`src/rtl/scene_sequencer.sv`:
```
`default_nettype none
// ============================================================================
// Module      : scene_sequencer
// Description : Frame-rate show controller for the munch / text display.
//               Advances the munch animation counter once per active frame
//               tick. Runs the scene FSM MUNCH -> FADE_IN -> HOLD -> FADE_OUT,
//               cycles the 4-entry word selector and produces a 3-bit text
//               brightness level for the pixel mixer.
// Ports       : clk         system / pixel clock
//               rst         asynchronous active-high reset
//               frame_tick  one-clk pulse per frame (start of vblank)
//               pause       level, 1 = freeze all sequencing (ticks dropped)
//               skip        one-clk pulse, request early end of MUNCH or HOLD
//               counter     munch animation counter (mod 128)
//               selector    word index for text_sequencer (mod 4)
//               text_level  text brightness 0..7
//               text_en     text layer enable  (phase != MUNCH)
//               munch_en    munch layer enable (phase != HOLD)
//               phase       0=MUNCH 1=FADE_IN 2=HOLD 3=FADE_OUT
// Revision    : 1.0 - initial release
// ============================================================================
module scene_sequencer #(
    parameter int unsigned MUNCH_FRAMES = 240,
    parameter int unsigned FADE_STEP    = 4,
    parameter int unsigned HOLD_FRAMES  = 120
) (
    input  logic       clk,
    input  logic       rst,
    input  logic       frame_tick,
    input  logic       pause,
    input  logic       skip,
    output logic [6:0] counter,
    output logic [1:0] selector,
    output logic [2:0] text_level,
    output logic       text_en,
    output logic       munch_en,
    output logic [1:0] phase
);

    typedef enum logic [1:0] {
        S_MUNCH    = 2'd0,
        S_FADE_IN  = 2'd1,
        S_HOLD     = 2'd2,
        S_FADE_OUT = 2'd3
    } state_t;

    // Terminal timer values: the phase event fires when the timer sits at
    // LIMIT-1 on an active tick.
    localparam logic [15:0] C_MUNCH_LAST = 16'(MUNCH_FRAMES - 1);
    localparam logic [15:0] C_FADE_LAST  = 16'(FADE_STEP - 1);
    localparam logic [15:0] C_HOLD_LAST  = 16'(HOLD_FRAMES - 1);
    localparam logic [2:0]  C_LEVEL_MAX  = 3'd7;
    localparam logic [2:0]  C_LEVEL_MIN  = 3'd0;

    state_t      r_state;
    logic [15:0] r_timer;
    logic        r_skip_pend;

    state_t      w_state_nxt;
    logic [15:0] w_timer_nxt;
    logic        w_skip_pend_nxt;
    logic [6:0]  w_counter_nxt;
    logic [1:0]  w_selector_nxt;
    logic [2:0]  w_level_nxt;
    logic        w_text_en_nxt;
    logic        w_munch_en_nxt;

    logic        w_active;
    logic        w_skip_req;
    logic [15:0] w_timer_last;
    logic        w_event;

    assign phase = r_state;

    // ------------------------------------------------------------------------
    // State register (all outputs are registered here)
    // ------------------------------------------------------------------------
    always_ff @(posedge clk or posedge rst) begin
        if (rst) begin
            r_state     <= S_MUNCH;
            r_timer     <= 16'd0;
            r_skip_pend <= 1'b0;
            counter     <= 7'd0;
            selector    <= 2'd0;
            text_level  <= 3'd0;
            text_en     <= 1'b0;
            munch_en    <= 1'b1;
        end else begin
            r_state     <= w_state_nxt;
            r_timer     <= w_timer_nxt;
            r_skip_pend <= w_skip_pend_nxt;
            counter     <= w_counter_nxt;
            selector    <= w_selector_nxt;
            text_level  <= w_level_nxt;
            text_en     <= w_text_en_nxt;
            munch_en    <= w_munch_en_nxt;
        end
    end

    // ------------------------------------------------------------------------
    // Next-state / output logic
    // ------------------------------------------------------------------------
    always_comb begin
        w_active        = frame_tick & ~pause;
        // A skip arriving on the same cycle as an active tick acts at once.
        w_skip_req      = r_skip_pend | skip;

        w_state_nxt     = r_state;
        w_timer_nxt     = r_timer;
        w_skip_pend_nxt = r_skip_pend | skip;
        w_counter_nxt   = counter;
        w_selector_nxt  = selector;
        w_level_nxt     = text_level;

        case (r_state)
            S_MUNCH:  w_timer_last = C_MUNCH_LAST;
            S_HOLD:   w_timer_last = C_HOLD_LAST;
            default:  w_timer_last = C_FADE_LAST;
        endcase
        w_event = (r_timer == w_timer_last);

        if (w_active) begin
            // Pending skip is consumed by every active tick, even in the
            // fade phases where it has no effect.
            w_skip_pend_nxt = 1'b0;
            w_counter_nxt   = counter + 7'd1;
            w_timer_nxt     = w_event ? 16'd0 : (r_timer + 16'd1);

            case (r_state)
                S_MUNCH: begin
                    if (w_skip_req || w_event) begin
                        w_state_nxt = S_FADE_IN;
                        w_timer_nxt = 16'd0;
                        w_level_nxt = C_LEVEL_MIN;
                    end
                end
                S_FADE_IN: begin
                    if (w_event) begin
                        // Eight steps total: seven increments, then one more
                        // step dwelling at full brightness before HOLD.
                        if (text_level != C_LEVEL_MAX) begin
                            w_level_nxt = text_level + 3'd1;
                        end else begin
                            w_state_nxt = S_HOLD;
                        end
                    end
                end
                S_HOLD: begin
                    if (w_skip_req || w_event) begin
                        w_state_nxt = S_FADE_OUT;
                        w_timer_nxt = 16'd0;
                        w_level_nxt = C_LEVEL_MAX;
                    end
                end
                S_FADE_OUT: begin
                    if (w_event) begin
                        if (text_level != C_LEVEL_MIN) begin
                            w_level_nxt = text_level - 3'd1;
                        end else begin
                            w_state_nxt    = S_MUNCH;
                            w_selector_nxt = selector + 2'd1;
                        end
                    end
                end
                default: begin
                    w_state_nxt = S_MUNCH;
                end
            endcase
        end

        w_text_en_nxt  = (w_state_nxt != S_MUNCH);
        w_munch_en_nxt = (w_state_nxt != S_HOLD);
    end

endmodule
`default_nettype wire

```
`config.mk`:
```
export PLATFORM = sky130hd
export DESIGN_NAME = scene_sequencer
export DESIGN_NICKNAME = d
export VERILOG_FILES = /design/src/rtl/scene_sequencer.sv
export SDC_FILE = /design/constraint.sdc
export NUM_CORES = 1
export LEC_CHECK = 0
export BUFFER_PORTS_ARGS = -buffer_cell sky130_fd_sc_hd__buf_4
export CAP_MARGIN = 0
export CORE_MARGIN = 3
export CORE_UTILIZATION = 35
export CTS_BUF_LIST = sky130_fd_sc_hd__clkbuf_4 sky130_fd_sc_hd__clkbuf_8
export CTS_CLUSTER_DIAMETER = 60
export DETAILED_ROUTE_END_ITERATION = 8
export PLACE_DENSITY = 0.61
export SLEW_MARGIN = 20
export SYNTH_ARGS = -nofsm -noshare
export SYNTH_HDL_FRONTEND = slang
export SYNTH_SLANG_ARGS = --single-unit
```
`constraint.sdc`:
```
create_clock -name clk -period 3.3 [get_ports clk]
set_clock_uncertainty 0.15 [all_clocks]
set_input_delay 0.495 -clock clk [delete_from_list [all_inputs] [get_ports clk]]
set_output_delay 0.495 -clock clk [all_outputs]
set_load 0.02 [all_outputs]
```
==> impl_results.md, run 1 <==
- Number of input and output port buffers inserted: 20
- Clock root buffer master: clkbuf_8
- Endpoint kind of the worst setup timing path: flip-flop
- Fraction of the yosys area taken by sequential cells: 0.440
- Top-level I/O count: 21
- Mapped cell area: 1880 sq um
- Post-DP Area: 2080 sq um
- Share of total power in combinational logic: 0.392
- Reg power frac: 0.368
- Vias in the first global route: 1334
- Number of buffers inserted to repair setup after CTS: 0
- Fraction of layout instances using a drive strength above 1: 0.241
- Crit path required time: 3.32 ns
- Cell family with the largest share of critical-path delay: simple AND/OR/NAND/NOR gates
- Sinks on the clock net: 33
- Number of cells produced by synthesis: 181
- Total of endpoints with negative setup slack in the final report: 0
- Final estimated routing congestion in global placement: 0.815
- CTS H-tree depth: 2
- Switching share of power: 0.375
- Post-Route Setup TNS: 0 ns
- Final design area excluding fillers: 2200 sq um
- Diodes inserted: 0
- # Max-Cap Violations: 0
- Slowest-stage cell, CP: or4b_1
- Hold WC Path Type: in2async
- Psw: 0.628 mW
- Smallest setup slack after layout: 0.671 ns
- Maximum number of pins on one net before global-route repair: 34
- Total Routing Usage GR: 0.130
- Synthesis Warnings: 0
- Setup slack at placement: 0.674 ns
- Final-report max-slew violation count: 0
- Global-route wire length before repair: 6.38 mm
- Average wire length per cell after detail routing: 13.5 um
- Synthesis-to-finish area growth: 17.0%
- Area fraction of the dominant cell type after synthesis: 0.426
- Final-stage net count: 210
- Overall die area: 6290 sq um
- Total number of vias: 1355
- Number of synthesized flops with an enable pin: 0
- Element type at the critical path start: flip-flop
- Critical path cell sequence: or4b_1, o22a_2, o32ai_4, and2_4, mux2_4
- Clock tree from TritonCTS: yes
- Clock group share of total power: 0.240
- Actual transition at the worst max-transition pin: 0.562 ns
- Area leader, netlist: dfrtp_1
- Core Region: 5140 sq um
- 1st-pass router iterations: 4
- Y dimension of the die: 79.3 um
- Synthesized net count: 189
- Buffer depth of the longest clock path: 2
- Share of the clock period used by the worst path: 0.797
- Post-cts hold buffer count: 0
- Total Routed Length: 3.69 mm
- Insertion delay to the later sink of the worst-skew pair: 0.28 ns
- DR vias/cell: 4.96
- Starting density of the core: 0.366
- Finished Core Util: 0.428
- Clock transition time at the flip-flop clock pins of the worst setup and hold paths: 0.07 ns
- CP Buf/Inv Count: 0
- Count leader, synth: dfrtp_1
- Critical path peak fanout: 17
- Remaining Overflow, GRT: 0
- Worst Path Arrival: 2.65 ns
- Synth Area per Inst: 10.4 sq um
- Number of gates resized after CTS: 0
- Worst Setup Path Type: reg2reg
- Synth cell count leaders: 32 x dfrtp_1, 16 x nand2_1, 14 x nor2_1
- Iteration-0 DRC Markers: 41
- Count of unresolved DRC violations after routing: 0
- Crit path time final: 2.63 ns
- Maximum operating frequency: 380 MHz
- Number of antenna violations at the first check in global routing: 0
- Synth async-reset ratio: 1.00
- Site row count: 26
- Total CTS buffers: 5
- Areal power density over the cells: 760 nW/um^2
- Post-detail-place hpwl: 2.50 mm
- Largest voltage drop on the vdd net: 0.271 mV
- Number of unique standard cell types used by synthesis: 49
- Final hold violation count: 0
- Largest stage delay, worst path: 0.53 ns
- Main flop type after synthesis: dfrtp_1
- Top post-synthesis cells by area: dfrtp_1 43%, nor2_4 6.0%, xnor2_1 5.6%
- Cell-internal power: 1.05 mW
- RSZ-0062 raised after global routing: no
- Number of inserted filler cells in the final layout: 516
- Result of the run: complete, no violations
- Horizontal die dimension: 79.3 um
- Antenna Violating Nets Remaining: 0
- Rel. slew slack: 0.614
- Cell leakage power: 0.961 nW
- Yosys reg bits: 33
kinds of logic after synthesis:
logic type,share of synthesized area
buffers and inverters,0.0439
and+or+nand+nor,0.281
DFF,0.440
muxes,0.0186
AOI/OAI and AO/OA,0.0852
adders and majority gates,0.0240
xor gates and xnor gates,0.107
cells in the final DEF, fill, tap and decap left out, types with 3 or more instances in the layout:
| cell type | Yosys | final |
|---|---|---|
| clkbuf_8 | 0 | 6 |
| xnor2_1 | 12 | 12 |
| a21oi_1 | 5 | 5 |
| buf_4 | 0 | 24 |
| nor4_1 | 3 | 3 |
| and4_1 | 4 | 4 |
| inv_1 | 4 | 4 |
| nor2_4 | 10 | 10 |
| dfrtp_1 | 32 | 32 |
| nand4_1 | 9 | 9 |
| xor2_1 | 11 | 11 |
| nand3_1 | 6 | 6 |
| nor2_1 | 14 | 14 |
| nand2_1 | 16 | 16 |
| and3_1 | 7 | 7 |
cell type report:
cell class	instances	area, sq um	area share
Sequential cell	33	827	0.376
Clock inverter	1	30.0	0.0136
Clock buffer	7	90.1	0.0409
Tap cell	70	87.6	0.0398
Timing Repair Buffer	24	180	0.0819
Multi-Input combinational cell	134	971	0.441
Inverter	4	15.0	0.00682
path summary, 6_finish.rpt:
path                            start            end  slack, ns  cells after the start
setup / recovery           r_timer[2]  text_level[1]       0.67                      5
hold / removal                    rst     counter[4]       0.16                      3
setup reg to reg           r_timer[2]  text_level[1]       0.67                      5
hold reg to reg            counter[6]     counter[6]       0.32                      1
max in group asynchronous         rst       munch_en       2.50                      3
min in group clk           counter[6]     counter[6]       0.32                      1
metrics by stage:
step | hold slack [ns] | power (mW) | instances
2_1_floorplan | 0.318 | 1.09 | 181
3_3_place_gp | 0.312 | 1.28 | 265
3_5_place_dp | 0.318 | 1.28 | 265
4_1_cts | 0.167 | 1.69 | 273
5_1_grt | 0.201 | 1.79 | 273
6_report | 0.160 | 1.67 | 273
layer usage:
metal / vias to the layer above / GRT usage / wire length (um)
met5: - / 0 / 0
met4: 0 / 0.0515 / 62
met3: 8 / 0.0351 / 195
met2: 27 / 0.212 / 1660
met1: 640 / 0.162 / 1770
li1: 680 / - / -
power groups by stage:
stage / combinational [mW] / sequential [mW] / clock [mW]
6_report: 0.656 / 0.616 / 0.402
5_1_grt: 0.724 / 0.636 / 0.430
4_1_cts: 0.663 / 0.617 / 0.415
3_5_place_dp: 0.661 / 0.622 / 0
3_3_place_gp: 0.654 / 0.623 / 0
2_1_floorplan: 0.429 / 0.657 / 0
flip-flops by register name, indices dropped and copies added, names as in the netlist:
register     flops
phase            2
r_skip_pend      1
text_level       3
text_en          1
counter          7
r_timer         16
munch_en         1
selector         2
worst register-to-register path, stage by stage, from the launching register on:
cell and delay (ns):
dfrtp_1 0.44, or4b_1 0.53, o22a_2 0.29, o32ai_4 0.33
and2_4 0.44, mux2_4 0.33
(Power assumes the default switching activity.)
==> run 2: changes to the inputs <==
--- a/config.mk
+++ b/config.mk
@@ -12,7 +12,7 @@
 export CTS_BUF_LIST = sky130_fd_sc_hd__clkbuf_4 sky130_fd_sc_hd__clkbuf_8
 export CTS_CLUSTER_DIAMETER = 60
 export DETAILED_ROUTE_END_ITERATION = 8
-export PLACE_DENSITY = 0.61
+export PLACE_DENSITY = 0.63
 export SLEW_MARGIN = 20
 export SYNTH_ARGS = -nofsm -noshare
 export SYNTH_HDL_FRONTEND = slang
==> constraint.sdc (replaced) <==
create_clock -name clk -period 2.3 [get_ports clk]
set_clock_uncertainty 0.15 [all_clocks]
set_input_delay 0.345 -clock clk [delete_from_list [all_inputs] [get_ports clk]]
set_output_delay 0.345 -clock clk [all_outputs]
set_load 0.02 [all_outputs]
==> run 2 against run 1 <==
  * The flow now finishes with violations (hold timing)
  * Die area unchanged
  * Clock power up 41%
  * First-iteration DRC count rose by 51%
  * Utilization grew 2.2 points
  * Critical endpoint unchanged
  * Largest power group unchanged
  * Worst setup slack lost 0.60 ns
==> impl_results.md, run 2 (same netlist as run 1, synthesis figures left out) <==
- Result of the run: finished with violations
- Violations in the final reports: hold timing
- Total number of vias: 1423 (+5.0%)
- Crit path time final: 2.23 ns (-0.398 ns)
- RSZ-0062 raised after global routing: no
- Clock root buffer master: clkbuf_8
- Maximum operating frequency: 448 MHz (+18%)
- Horizontal die dimension: 79.3 um (unchanged)
- Crit path required time: 2.32 ns (-1.00 ns)
- Max reg flops: 16 (unchanged)
- Top Registers: r_timer: 16 flops, counter: 7 flops, text_level: 3 flops
- Smallest setup slack after layout: 0.0690 ns (-0.602 ns)
- Number of buffers inserted to repair setup after CTS: 0 (unchanged)
- Overall die area: 6290 sq um (unchanged)
- Antenna Violating Nets Remaining: 0 (unchanged)
- Top-level I/O count: 21 (unchanged)
- Buffer depth of the longest clock path: 2 (unchanged)
- Post-Route Setup TNS: 0 ns (unchanged)
- DR vias/cell: 4.99 (+0.60%)
- Critical path peak fanout: 5 (-12)
- Core Region: 5140 sq um (unchanged)
- Crit Reg-Reg Endpoint: text_level[1]
- Endpoint kind of the worst setup timing path: flip-flop
- Register with the most flip-flops: r_timer
- Cell leakage power: 1.02 nW (+6.5%)
- Count of unresolved DRC violations after routing: 0 (unchanged)
- Final design area excluding fillers: 2310 sq um (+5.1%)
- Rel. slew slack: 0.664 (+0.0502)
- Post-DP Area: 2190 sq um (+5.1%)
- Total of endpoints with negative setup slack in the final report: 0 (unchanged)
- Total Routed Length: 3.86 mm (+4.6%)
- Global-route wire length before repair: 6.84 mm (+7.2%)
- Switching share of power: 0.377 (+0.00218)
- Diodes inserted: 0 (unchanged)
- Number of antenna violations at the first check in global routing: 0 (unchanged)
- Leading cell type in the layout, fill and taps excluded: buf_4
- Psw: 0.950 mW (+51%)
- Y dimension of the die: 79.3 um (unchanged)
- Largest voltage drop on the vdd net: 0.526 mV (+94%)
- Element type at the critical path start: flip-flop
- Clock group share of total power: 0.226 (-0.014)
- Actual transition at the worst max-transition pin: 0.493 ns (-0.0689 ns)
- Final-stage net count: 222 (+5.7%)
- CTS H-tree depth: 2 (unchanged)
- Post-detail-place hpwl: 2.72 mm (+8.6%)
- Clock tree from TritonCTS: yes
- Fraction of layout instances using a drive strength above 1: 0.288 (+0.0470)
- Hold WC Path Type: in2async
- Setup slack at placement: 0.111 ns (-0.564 ns)
- Hold slack final: -0.0105 ns (-0.171 ns)
- Average wire length per cell after detail routing: 13.5 um (+0.21%)
- # Max-Cap Violations: 0 (unchanged)
- Share of total power in combinational logic: 0.441 (+0.049)
- Cell-internal power: 1.57 mW (+50%)
- Iteration-0 DRC Markers: 62 (+51%)
- Worst Path Arrival: 2.25 ns (-0.40 ns)
- Reg power frac: 0.333 (-0.035)
- Remaining Overflow, GRT: 0 (unchanged)
- Maximum number of pins on one net before global-route repair: 34 (unchanged)
- Site row count: 26 (unchanged)
- Final hold violation count: 7 (+7)
- Sum of internal, switching and leakage power: 2.52 mW (+50%)
- Final estimated routing congestion in global placement: 0.787 (-3.4%)
- Commonest non-fill, non-tap cells in the layout: 35 x buf_4, 32 x dfrtp_1, 16 x nand2_1
- Setup slack of the most critical reg-to-reg path: 0.07 ns (-0.60 ns)
- Launch instance of the worst register-to-register path: r_timer[6]
- Clock transition time at the flip-flop clock pins of the worst setup and hold paths: 0.07 ns (about the same)
- Insertion delay to the later sink of the worst-skew pair: 0.29 ns (about the same)
- Number of input and output port buffers inserted: 20 (unchanged)
- 1st-pass router iterations: 5 (+1)
- Areal power density over the cells: 1090 nW/um^2 (+43%)
- Sinks on the clock net: 33 (unchanged)
- Logic depth of the worst register-to-register path: 5 (unchanged)
- Starting density of the core: 0.366 (unchanged)
- Worst Setup Path Type: reg2reg
- Final-report max-slew violation count: 0 (unchanged)
- Total CTS buffers: 5 (unchanged)
- Synthesis-to-finish area growth: 23.0%
- Vias in the first global route: 1451 (+8.8%)
- Total Routing Usage GR: 0.139 (+0.00925)
- Share of the clock period used by the worst path: 0.970 (+0.173)
==> run 2: stage by stage <==
step | util | std cells
finish | 0.450 | 285
CTS | 0.449 | 285
floorplan | - | 181
global placement | 0.426 | 277
detailed placement | 0.426 | 277
global route | 0.450 | 285
==> run 2: per-layer routing <==
| metal | part of all wire | wire, um | up-vias | GRT usage |
|---|---|---|---|---|
| li1 | - | - | 698 | - |
| met1 | 0.48 | 1860 | 685 | 0.187 |
| met2 | 0.45 | 1730 | 32 | 0.216 |
| met3 | 0.053 | 205 | 8 | 0.0363 |
| met4 | 0.015 | 57 | 0 | 0.0464 |
| met5 | 0 | 0 | - | 0 |
==> run 2: repair_timing <==
action	in CTS	in global routing
setup endpoints to repair	0	4
resized for setup	0	1
hold buffers	0	0
==> run 2: area by class of cell <==
cell class	instances	area, sq um
Clock buffer	6	82.6
Clock inverter	2	37.5
Fill cell	529	2830
Inverter	4	15.0
Multi-Input combinational cell	134	981
Sequential cell	33	827
Tap cell	70	87.6
Timing Repair Buffer	36	283
==> run 2: worst max-delay path: stages (launching register included) <==
cell,delay [ns]
dfrtp_1,0.38
or4b_1,0.52
o22a_2,0.31
o32ai_4,0.23
and2_4,0.22
mux2_4,0.30
==> run 2: how the worst max path moves through the flow <==
stage | from | to
after floorplan | r_timer[6] | text_level[1]
after detailed placement | r_timer[6] | text_level[1]
after global routing | r_timer[6] | text_level[1]
after CTS | r_timer[6] | text_level[1]
after global placement | r_timer[6] | text_level[1]
final | r_timer[6] | text_level[1]
==> run 2: power by group through the flow <==
stage | clock [mW] | combinational (mW) | sequential [mW]
after floorplan | 0 | 0.623 | 0.942
after global placement | 0 | 1.09 | 0.848
after detailed placement | 0 | 1.10 | 0.848
after CTS | 0.585 | 1.11 | 0.840
after global routing | 0.609 | 1.23 | 0.861
final | 0.568 | 1.11 | 0.839
==> run 3: changes to the inputs <==
--- a/config.mk
+++ b/config.mk
@@ -10,8 +10,8 @@
 export CORE_MARGIN = 3
 export CORE_UTILIZATION = 35
 export CTS_BUF_LIST = sky130_fd_sc_hd__clkbuf_4 sky130_fd_sc_hd__clkbuf_8
-export CTS_CLUSTER_DIAMETER = 60
 export DETAILED_ROUTE_END_ITERATION = 8
+export HOLD_SLACK_MARGIN = 0.08
 export PLACE_DENSITY = 0.63
 export SLEW_MARGIN = 20
 export SYNTH_ARGS = -nofsm -noshare
==> run 3 against run 2 <==
  * Final cell count increased by 0.35%
  * Utilization increased by 0.19 points
  * Via count increased by 0.14%
  * The flow now finishes without violations
  * Clock power about the same
  * Die area unchanged
  * First-iteration DRC count unchanged
==> impl_results.md, run 3 (same netlist as run 1, synthesis figures left out) <==
- Result of the run: complete, no violations
- Slowest-stage cell, CP: or4b_1
- Starting density of the core: 0.366 (unchanged)
- Logic depth of the worst register-to-register path: 5 (unchanged)
- Final-stage net count: 223 (+0.45%)
- Areal power density over the cells: 1080 nW/um^2 (-0.38%)
- Launch instance of the worst register-to-register path: r_timer[6]
- Leading cell type in the layout, fill and taps excluded: buf_4
- Cell leakage power: 1.03 nW (+0.41%)
- 1st-pass router iterations: 5 (unchanged)
- Overall die area: 6290 sq um (unchanged)
- Crit path time final: 2.23 ns (unchanged)
- Worst Setup Path Type: reg2reg
- Cell family with the largest share of critical-path delay: simple AND/OR/NAND/NOR gates
- Share of the clock period used by the worst path: 0.970 (unchanged)
- Number of buffers inserted to repair setup after CTS: 0 (unchanged)
- Total CTS buffers: 5 (unchanged)
- Max reg flops: 16 (unchanged)
- Clock root buffer master: clkbuf_8
- Worst path depth: 5 (unchanged)
- Rel. slew slack: 0.664 (unchanged)
- Launch point of the worst hold path: skip
- Largest voltage drop on the vdd net: 0.526 mV (about the same)
- Crit Reg-Reg Endpoint: text_level[1]
- CP Buf/Inv Count: 0 (unchanged)
- Average wire length per cell after detail routing: 13.5 um (-0.22%)
- Post-detail-place hpwl: 2.72 mm (unchanged)
- Remaining Overflow, GRT: 0 (unchanged)
- Setup slack of the most critical reg-to-reg path: 0.07 ns (about the same)
- Critical path peak fanout: 5 (unchanged)
- Final hold violation count: 0 (-7)
- Register with the most flip-flops: r_timer
- Iteration-0 DRC Markers: 62 (unchanged)
- Total of endpoints with negative setup slack in the final report: 0 (unchanged)
- Top Registers: r_timer: 16 flops, counter: 7 flops, text_level: 3 flops
- Synthesis-to-finish area growth: 23.6%
- Global-route wire length before repair: 6.84 mm (unchanged)
- Element type at the critical path start: flip-flop
- Total Routed Length: 3.86 mm (+0.13%)
- Insertion delay to the later sink of the worst-skew pair: 0.29 ns (about the same)
- Top-level I/O count: 21 (unchanged)
- Count of unresolved DRC violations after routing: 0 (unchanged)
- Maximum operating frequency: 448 MHz (unchanged)
- Maximum number of pins on one net before global-route repair: 34 (unchanged)
- Core Region: 5140 sq um (unchanged)
- Buffer depth of the longest clock path: 2 (unchanged)
- Actual transition at the worst max-transition pin: 0.493 ns (unchanged)
- RSZ-0062 raised after global routing: no
- Cell count of the worst hold path: 3
- Clock transition time at the flip-flop clock pins of the worst setup and hold paths: 0.07 ns (about the same)
- Largest stage delay, worst path: 0.52 ns (about the same)
- # Max-Cap Violations: 0 (unchanged)
- CTS H-tree depth: 2 (unchanged)
- Final estimated routing congestion in global placement: 0.787 (unchanged)
- Capture endpoint of the worst hold path: r_skip_pend
- Number of antenna violations at the first check in global routing: 0 (unchanged)
- Diodes inserted: 0 (unchanged)
- Commonest non-fill, non-tap cells in the layout: 35 x buf_4, 32 x dfrtp_1, 16 x nand2_1
- Site row count: 26 (unchanged)
- DR vias/cell: 4.98 (-0.21%)
- Final-report max-slew violation count: 0 (unchanged)
- Crit path required time: 2.32 ns (about the same)
- Grt met1 use: 0.187 (unchanged)
- Horizontal die dimension: 79.3 um (unchanged)
- Hold WC Path Type: in2reg
- Worst Path Arrival: 2.25 ns (about the same)
- Met3 track utilization from global routing: 0.0363 (unchanged)
- Antenna Violating Nets Remaining: 0 (unchanged)
- Met2 GRT Util: 0.216 (unchanged)
- Post-Route Setup TNS: 0 ns (unchanged)
- Total number of vias: 1425 (+0.14%)
- Clock tree from TritonCTS: yes
- Fraction of layout instances using a drive strength above 1: 0.287 (-0.00134)
- Sinks on the clock net: 33 (unchanged)
- Endpoint kind of the worst setup timing path: flip-flop
- Y dimension of the die: 79.3 um (unchanged)
- Sum of internal, switching and leakage power: 2.52 mW (about the same)
- Critical path cell sequence: or4b_1, o22a_2, o32ai_4, and2_4, mux2_4
- Most used routing layer in global routing: met2
- Total Routing Usage GR: 0.139 (unchanged)
- Vias in the first global route: 1451 (unchanged)
- Number of input and output port buffers inserted: 20 (unchanged)
==> run 3: changes by cell type in the layout (fill, tap and decap cells not counted), sizes merged <==
| cell | delta |
|---|---|
| dlygate4sd3 | +1 |
==> run 3: power breakdown <==
part	internal (mW)	switching (mW)	leakage [nW]
logic	0.508	0.605	0.548
registers	0.710	0.129	0.421
clock network	0.352	0.216	0.0574
total	1.57	0.951	1.03
==> run 3: worst max-delay path by stage <==
| stage | startpoint | end | slack [ns] |
|---|---|---|---|
| 6_report | r_timer[6] | text_level[1] | 0.07 |
| 5_1_grt | r_timer[6] | text_level[1] | 0.00006 |
| 4_1_cts | r_timer[6] | text_level[1] | 0.08 |
| 3_5_place_dp | r_timer[6] | text_level[1] | 0.11 |
| 3_3_place_gp | r_timer[6] | text_level[1] | 0.14 |
| 2_1_floorplan | r_timer[6] | text_level[1] | 0.01 |
==> run 3: worst register-to-register path: stages, from the launching register on <==
cell and delay, ns:
dfrtp_1 0.38, or4b_1 0.52, o22a_2 0.32, o32ai_4 0.23
and2_4 0.22, mux2_4 0.30
==> run 3: final cells by class <==
class | count | area (sq um)
clock buffer | 6 | 82.6
tap | 70 | 87.6
timing repair buffer | 37 | 293
clock inverter | 2 | 37.5
fill | 528 | 2820
sequential | 33 | 827
multi-input combinational | 134 | 981
inverter | 4 | 15.0
==> run 3: timing repair <==
action | in CTS | in global routing
endpoints found under the hold margin | 32 | 0
hold buffers | 1 | 0
gates resized for setup | 0 | 1
setup endpoints to repair | 0 | 4
==> run 3: per-layer routing <==
metal	vias up	wire (um)
li1	700	-
met1	685	1870
met2	32	1730
met3	8	205
met4	0	57
met5	-	0
==> run 3: per-stage QoR <==
stage	hold WS, ns	area (sq um)	setup WS, ns	utilization	std cells
floorplan	0.318	1890	0.0117	-	181
global placement	0.314	2190	0.137	0.426	277
detailed placement	0.317	2190	0.111	0.426	277
CTS	0.203	2320	0.0837	0.451	286
global route	0.261	2320	0.0000606	0.452	286
finish	0.215	2320	0.0690	0.452	286
